==> config.mk <==
export PLATFORM = sky130hd
export DESIGN_NAME = pool_window_gen_flat
export DESIGN_NICKNAME = d
export VERILOG_FILES = /design/src/rtl/cnn_pkg.sv /design/src/rtl/pool_window_gen_if.sv /design/src/rtl/pool_line_buf.sv /design/src/rtl/pool_window_gen.sv /design/src/flat_wrapper.sv
export SDC_FILE = /design/constraint.sdc
export NUM_CORES = 1
export LEC_CHECK = 0
export ABC_CLOCK_PERIOD_IN_PS = 7700
export CORE_MARGIN = 1.5
export CORE_UTILIZATION = 60
export CTS_CLUSTER_DIAMETER = 100
export DETAILED_ROUTE_END_ITERATION = 6
export GPL_ROUTABILITY_DRIVEN = 0
export PLACE_DENSITY = 0.81
export SYNTH_ARGS = -nofsm -noshare
export SYNTH_HDL_FRONTEND = slang
export SYNTH_HIERARCHICAL = 1
export SYNTH_SLANG_ARGS = --single-unit
==> constraint.sdc <==
create_clock -name clk -period 7.7 [get_ports clk]
set_clock_uncertainty 0.05 [all_clocks]
set_input_delay 1.155 -clock clk [delete_from_list [all_inputs] [get_ports clk]]
set_output_delay 1.155 -clock clk [all_outputs]
set_load 0.005 [all_outputs]
==> src/rtl/cnn_pkg.sv <==
// Shared CNN datapath definitions.
// This package holds the default pixel width and the packed-window width.
// It also holds the lane order of a 2x2 window. The max-pool stage uses
// the same lane order, so both blocks must agree on it.
package cnn_pkg;

  localparam int DATA_W_DEFAULT = 20;
  localparam int WIN_W          = 4 * DATA_W_DEFAULT;

  // Lane order inside a packed window {d,c,b,a}. Lane A is in the lowest bits.
  typedef enum int unsigned {
    LANE_A = 0,  // top-left
    LANE_B = 1,  // top-right
    LANE_C = 2,  // bottom-left
    LANE_D = 3   // bottom-right
  } lane_e;

  localparam int LANE_A_OFF = 0 * DATA_W_DEFAULT;
  localparam int LANE_B_OFF = 1 * DATA_W_DEFAULT;
  localparam int LANE_C_OFF = 2 * DATA_W_DEFAULT;
  localparam int LANE_D_OFF = 3 * DATA_W_DEFAULT;

  // LSB position of a lane, for any pixel width.
  function automatic int lane_lsb(lane_e lane, int data_w);
    return int'(lane) * data_w;
  endfunction

  // Counter/address width for a range 0..n-1. The result is never zero.
  function automatic int cnt_w(int n);
    return (n > 1) ? $clog2(n) : 1;
  endfunction

endpackage

==> src/rtl/pool_window_gen_if.sv <==
// Streaming handshake bundle around pool_window_gen.
//   in_valid/in_ready/in_pixel      : raster pixel stream into the window builder
//   out_valid/out_ready/out_window  : packed 2x2 windows {d,c,b,a} toward the pool stage
//   frame_done                      : one-cycle end-of-frame pulse
// The master modport is the producer/consumer side. The slave modport is the window builder.
interface pool_window_gen_if
  import cnn_pkg::*;
#(
  parameter int DATA_W = DATA_W_DEFAULT
) ();

  logic                  in_valid;
  logic                  in_ready;
  logic [DATA_W-1:0]     in_pixel;
  logic                  out_valid;
  logic                  out_ready;
  logic [4*DATA_W-1:0]   out_window;
  logic                  frame_done;

  modport master (
    output in_valid, in_pixel, out_ready,
    input  in_ready, out_valid, out_window, frame_done
  );

  modport slave (
    input  in_valid, in_pixel, out_ready,
    output in_ready, out_valid, out_window, frame_done
  );

endinterface

==> src/rtl/pool_line_buf.sv <==
// One-row line buffer for the window builder.
// Each entry holds one pixel of the previous even row. Writes are synchronous.
// There are two combinational read ports, so the top-left and top-right
// pixels are both available in the same cycle.
//   clk        : clock
//   we_i       : write enable
//   waddr_i    : write column
//   wdata_i    : write pixel
//   raddr_a_i  : read column, port A (top-left)
//   rdata_a_o  : read data, port A
//   raddr_b_i  : read column, port B (top-right)
//   rdata_b_o  : read data, port B
module pool_line_buf
  import cnn_pkg::*;
#(
  parameter int DATA_W = DATA_W_DEFAULT,
  parameter int DEPTH  = 26,
  parameter int ADDR_W = cnt_w(DEPTH)
) (
  input  logic              clk,
  input  logic              we_i,
  input  logic [ADDR_W-1:0] waddr_i,
  input  logic [DATA_W-1:0] wdata_i,
  input  logic [ADDR_W-1:0] raddr_a_i,
  output logic [DATA_W-1:0] rdata_a_o,
  input  logic [ADDR_W-1:0] raddr_b_i,
  output logic [DATA_W-1:0] rdata_b_o
);

  logic [DATA_W-1:0] mem_q [DEPTH];

  // NOTE: the storage array has no reset. Every entry is written in an even
  // row before it is read in the next odd row, so the reset value would never be seen.
  always_ff @(posedge clk) begin
    if (we_i) mem_q[waddr_i] <= wdata_i;
  end

  assign rdata_a_o = mem_q[raddr_a_i];
  assign rdata_b_o = mem_q[raddr_b_i];

endmodule

==> src/rtl/pool_window_gen.sv <==
// Streaming 2x2/stride-2 window builder that feeds the max-pool stage.
// It takes raster-order pixels and emits one packed window {d,c,b,a} per
// non-overlapping 2x2 block. An odd trailing column or row is accepted and dropped.
//   clk  : clock, rising edge
//   rst  : synchronous active-high reset (aborts the frame and drops any pending window)
//   bus  : slave side of pool_window_gen_if (in/out handshakes, frame_done)
module pool_window_gen
  import cnn_pkg::*;
#(
  parameter int DATA_W = DATA_W_DEFAULT,
  parameter int IMG_W  = 26,
  parameter int IMG_H  = 26
) (
  input  logic               clk,
  input  logic               rst,
  pool_window_gen_if.slave   bus
);

  localparam int COL_W = cnt_w(IMG_W);
  localparam int ROW_W = cnt_w(IMG_H);
  localparam logic [COL_W-1:0] COL_LAST = COL_W'(IMG_W - 1);
  localparam logic [ROW_W-1:0] ROW_LAST = ROW_W'(IMG_H - 1);

  logic [COL_W-1:0]    col_q, col_d;
  logic [ROW_W-1:0]    row_q, row_d;
  logic [DATA_W-1:0]   held_q, held_d;
  logic [4*DATA_W-1:0] win_q, win_d;
  logic                valid_q, valid_d;
  logic                done_q, done_d;

  logic                in_ready;
  logic                accept;
  logic                lb_we;
  logic [COL_W-1:0]    lb_addr_a;
  logic [DATA_W-1:0]   lb_rd_a, lb_rd_b;

  // The output register holds one entry. Input is accepted when that entry is
  // free, or when it is being drained in this same cycle.
  assign in_ready = !valid_q || bus.out_ready;
  assign accept   = bus.in_valid && in_ready;
  assign lb_we    = accept && !row_q[0];
  // Forming a window needs col-1, and that only happens when col is odd.
  // Clearing the LSB gives col-1 without underflow, so the address stays in range.
  assign lb_addr_a = col_q & ~COL_W'(1);

  pool_line_buf #(
    .DATA_W (DATA_W),
    .DEPTH  (IMG_W),
    .ADDR_W (COL_W)
  ) u_line_buf (
    .clk       (clk),
    .we_i      (lb_we),
    .waddr_i   (col_q),
    .wdata_i   (bus.in_pixel),
    .raddr_a_i (lb_addr_a),
    .rdata_a_o (lb_rd_a),
    .raddr_b_i (col_q),
    .rdata_b_o (lb_rd_b)
  );

  // NOTE: every variable is given its hold value first. Each path is then
  // fully assigned, so no latch is inferred.
  always_comb begin
    col_d   = col_q;
    row_d   = row_q;
    held_d  = held_q;
    win_d   = win_q;
    valid_d = valid_q;
    done_d  = 1'b0;

    if (bus.out_ready) valid_d = 1'b0;

    if (accept) begin
      if (col_q == COL_LAST) begin
        col_d = '0;
        row_d = (row_q == ROW_LAST) ? '0 : row_q + 1'b1;
      end else begin
        col_d = col_q + 1'b1;
      end
      done_d = (col_q == COL_LAST) && (row_q == ROW_LAST);

      // An odd trailing column or row is always at an even index, so it never forms a window.
      if (row_q[0] && !col_q[0]) held_d = bus.in_pixel;
      if (row_q[0] && col_q[0]) begin
        win_d[lane_lsb(LANE_A, DATA_W) +: DATA_W] = lb_rd_a;
        win_d[lane_lsb(LANE_B, DATA_W) +: DATA_W] = lb_rd_b;
        win_d[lane_lsb(LANE_C, DATA_W) +: DATA_W] = held_q;
        win_d[lane_lsb(LANE_D, DATA_W) +: DATA_W] = bus.in_pixel;
        valid_d = 1'b1;
      end
    end
  end

  // NOTE: state registers use non-blocking assignments only. All of them then
  // update together at the edge, whatever order the processes are evaluated in.
  always_ff @(posedge clk) begin
    if (rst) begin
      col_q   <= '0;
      row_q   <= '0;
      held_q  <= '0;
      win_q   <= '0;
      valid_q <= 1'b0;
      done_q  <= 1'b0;
    end else begin
      col_q   <= col_d;
      row_q   <= row_d;
      held_q  <= held_d;
      win_q   <= win_d;
      valid_q <= valid_d;
      done_q  <= done_d;
    end
  end

  assign bus.in_ready   = in_ready;
  assign bus.out_valid  = valid_q;
  assign bus.out_window = win_q;
  assign bus.frame_done = done_q;

endmodule

==> src/flat_wrapper.sv <==
// flat-port wrapper written by rule: the top's interface ports become plain ports
module pool_window_gen_flat import cnn_pkg::*;
#(
  parameter int DATA_W = DATA_W_DEFAULT,
  parameter int IMG_W  = 26,
  parameter int IMG_H  = 26
)
  (clk, rst, bus_in_valid, bus_in_pixel, bus_out_ready, bus_in_ready, bus_out_valid, bus_out_window, bus_frame_done);
  pool_window_gen_if #(.DATA_W(DATA_W)) bus_i ();
  input  logic clk;
  input  logic rst;
  input wire logic [$bits(bus_i.in_valid)-1:0] bus_in_valid;
  input wire logic [$bits(bus_i.in_pixel)-1:0] bus_in_pixel;
  input wire logic [$bits(bus_i.out_ready)-1:0] bus_out_ready;
  output wire logic [$bits(bus_i.in_ready)-1:0] bus_in_ready;
  output wire logic [$bits(bus_i.out_valid)-1:0] bus_out_valid;
  output wire logic [$bits(bus_i.out_window)-1:0] bus_out_window;
  output wire logic [$bits(bus_i.frame_done)-1:0] bus_frame_done;
  assign bus_i.in_valid = bus_in_valid;
  assign bus_i.in_pixel = bus_in_pixel;
  assign bus_i.out_ready = bus_out_ready;
  assign bus_in_ready = bus_i.in_ready;
  assign bus_out_valid = bus_i.out_valid;
  assign bus_out_window = bus_i.out_window;
  assign bus_frame_done = bus_i.frame_done;
  pool_window_gen #(.DATA_W(DATA_W), .IMG_W(IMG_W), .IMG_H(IMG_H)) u_core (.clk(clk), .rst(rst), .bus(bus_i));
endmodule
==> flow_metrics.py <==
metrics = {
    "global_route": {
        "grt_max_degree": 156,
        "grt_usage": 0.334,
        "grt_overflow": 0,
        "grt_pass1_vias": 17800,
        "grt_pass1_wl_um": 116000,
        "antenna_found_initial": 4,
    },
    "cells_and_area": {
        "syn_to_final_growth_pct": 13.0,
        "num-nets-final": 1924,
        "multi_input_area_um2": 9600,
        "ff_latch_area_um2": 17900,
        "drive_gt1_frac": 0.195,
        "n_fill_cell": 2884,
    },
    "power": {
        "ir_drop_v": 0.000205,
        "leakagePower_nw": 9.60,
        "power.density_nw_per_um2": 231,
        "total_power_mw": 7.32,
    },
    "hold_path": {
        "hold_class": "reg -> reg",
        "holdPathStages": 2,
        "hold_start": "u_core/bus.out_window[10]$_SDFFE_PP0P_",
    },
    "critical_path": {
        "worstPathMaxFanout": 20,
        "cp-end-kind": "flip-flop",
        "rr_worst_depth": 8,
        "start_kind": "input port",
        "arrival_ps": 4130,
        "cp.required_ps": 7870,
        "cp_cell_sequence": "clkdlybuf4s50_1, nor2b_2, inv_2, nand2_1, nor2_1, or3b_2, nor2_2",
        "reg2reg_from": "u_core/col_q[0]$_SDFFE_PP0P_",
        "cp_slowest_stage_delay_ps": 1050,
        "cp_num_cells": 7,
        "crit_family": "simple AND/OR/NAND/NOR gates",
        "cp_num_buf_inv": 2,
        "critPathKind": "in -> reg",
        "worstSetupStartpoint": "bus_out_ready",
        "critPathSlowestCell": "nor2_2",
    },
    "detailed_routing": {
        "viasPerCell": 7.16,
        "drc": 0,
        "vias": 18318,
        "wl_um": 79000,
        "ant_nets": 0,
        "drtIter0Drc": 2544,
        "wire_per_inst_um": 30.9,
        "drtPass1Iterations": 6,
    },
    "synthesis": {
        "syn_area_um2": 28100,
        "yosys_warnings": 6,
        "synthArstFlopShare": 0,
        "syn_inst": 1824,
        "synth_edf_count": 520,
        "synth_top_area_cell": "edfxtp_1",
        "synth_top_area_frac": 0.556,
        "ys_seq_elements": 632,
        "synthTopCellsByArea": "edfxtp_1 (56%), mux4_2 (14%), dfxtp_1 (8.0%)",
        "ys.flop_type": "edfxtp_1",
        "avgSynthCellArea_um2": 15.4,
        "synth.distinct_cells": 47,
        "seq_area_frac_synth": 0.636,
    },
    "timing": {
        "timing.hold.ws_ps": 409,
        "setup_viol": 0,
        "hold_violations": 0,
        "fmax_mhz": 252,
        "relSlewSlack": -0.291,
        "worst_pin_slew_ps": 1930,
        "min_period_ps": 3960,
        "slew_viol_final": 21,
        "fin_crit_sh": 0.514,
        "timing.setup.tns_ps": 0,
        "rsz0062_at_grt": "no",
    },
    "floorplan": {
        "initial_core_util": 0.606,
        "fp.dieH_um": 219,
        "core_um2": 46400,
        "pin_count": 107,
        "rows": 79,
        "die_w_um": 219,
        "die_area_um2": 48100,
    },
    "status": {
        "violations": "slew limit",
        "status": "finished with violations",
    },
    "clock_network": {
        "clockBufferDepth": 3,
        "cts_resized": 0,
        "clock_sinks": 632,
        "cts_tree": "done",
        "h-tree-depth": 2,
        "cts_buffers": 60,
        "clkTransAtPathRegs_ps": 60,
        "cts_hold_buffers": 0,
        "insertion_delay_ps": 640,
        "post_cts_buffers": 0,
        "root_buffer": "clkbuf_16",
    },
    "placement": {
        "dp_hpwl_um": 46800,
        "io_buffers": 106,
    },
    "flow_run": {
        "drv_cap": 0,
    },
}
## per-layer routing
metal	part of all wire	vias to the layer above	wire length, um	GRT usage
li1	-	7395	-	-
met5	0.00099	-	78	0.0125
met3	0.13	237	10300	0.0791
met1	0.35	9152	27600	0.450
met4	0.055	2	4320	0.162
met2	0.46	1532	36700	0.517
## cell usage in the layout (no fill, tap or decap), drive strengths merged, types with 22 or more instances in the layout
cell type      count
edfxtp           520
clkbuf            75
clkinv            22
nand3             46
nor2              33
nand2            248
dfxtp            112
a22oi             80
buf               42
a21oi            128
clkdlybuf4s50    105
mux2i            160
o22ai             40
o21ai             23
mux4             180
## cell families (layout without fill, tap and decap cells)
family	count (synthesis)	after routing	synth area share
simple gates	367	367	0.0563
fa+ha+maj	4	4	0.00178
other cells	1	6	0.000134
flops	632	632	0.636
compound gates	316	316	0.0702
mux	360	360	0.210
buf+inv	144	265	0.0257
## tightest hold or removal path: stages (launching register included)
cell and delay [ps]:
dfxtp_1 310, nand2_1 50, a21oi_1 50
## final cells by class
class	instances	share of cell area
timing repair buffer	147	0.0439
sequential	632	0.563
clock inverter	38	0.0153
antenna	3	0.000237
clock buffer	75	0.0504
tap	607	0.0239
inverter	5	0.000592
multi-input combinational	1050	0.302
## power by group
group | internal (mW) | total (mW) | switching [mW]
sequential | 3.71 | 3.74 | 0.0227
combinational | 0.179 | 0.467 | 0.288
clock | 1.84 | 3.12 | 1.28
total | 5.73 | 7.32 | 1.59
## Yosys cell counts, drive strengths merged (3+ instances only)
library cell,n
inv,5
nor2,33
buf,82
a21o,20
clkbuf,57
a21oi,128
mux2,20
nand3,46
ha,4
dfxtp,112
or2,3
nand2,248
edfxtp,520
mux2i,160
nand3b,5
o21ai,23
a311oi,3
or3,7
nor2b,4
a22oi,80
or3b,3
o22ai,40
o221ai,20
mux4,180
nor3b,3
## sequential cells by signal, indices dropped and copies added (netlist names)
name                     count
u_core/held_q               20
u_core/bus.out_valid         1
u_core/bus.out_window       80
u_core/row_q                 5
u_core/bus.frame_done        1
u_core/col_q                 5
u_core/u_line_buf/mem_q    520
## through the flow
stage	instances	setup WS, ps	instance area, um2	util
2_1_floorplan	1826	4170	28100	-
6_report	2557	3740	31700	0.684
4_1_cts	2554	3760	31700	0.684
5_1_grt	2554	3530	31700	0.684
3_3_place_gp	2441	3330	29600	0.639
3_5_place_dp	2441	3170	29600	0.639
## worst paths after layout
| path | end | slack, ps |
|---|---|---|
| max | u_core/u_line_buf/mem_q[20][15]$_DFFE_PP_ | 3740 |
| min reg2reg | u_core/bus.out_window[10]$_SDFFE_PP0P_ | 410 |
| max reg2reg | u_core/bus.out_window[24]$_SDFFE_PP0P_ | 3750 |
| min | u_core/bus.out_window[10]$_SDFFE_PP0P_ | 410 |
No activity file was read; power rests on OpenSTA's default activity.
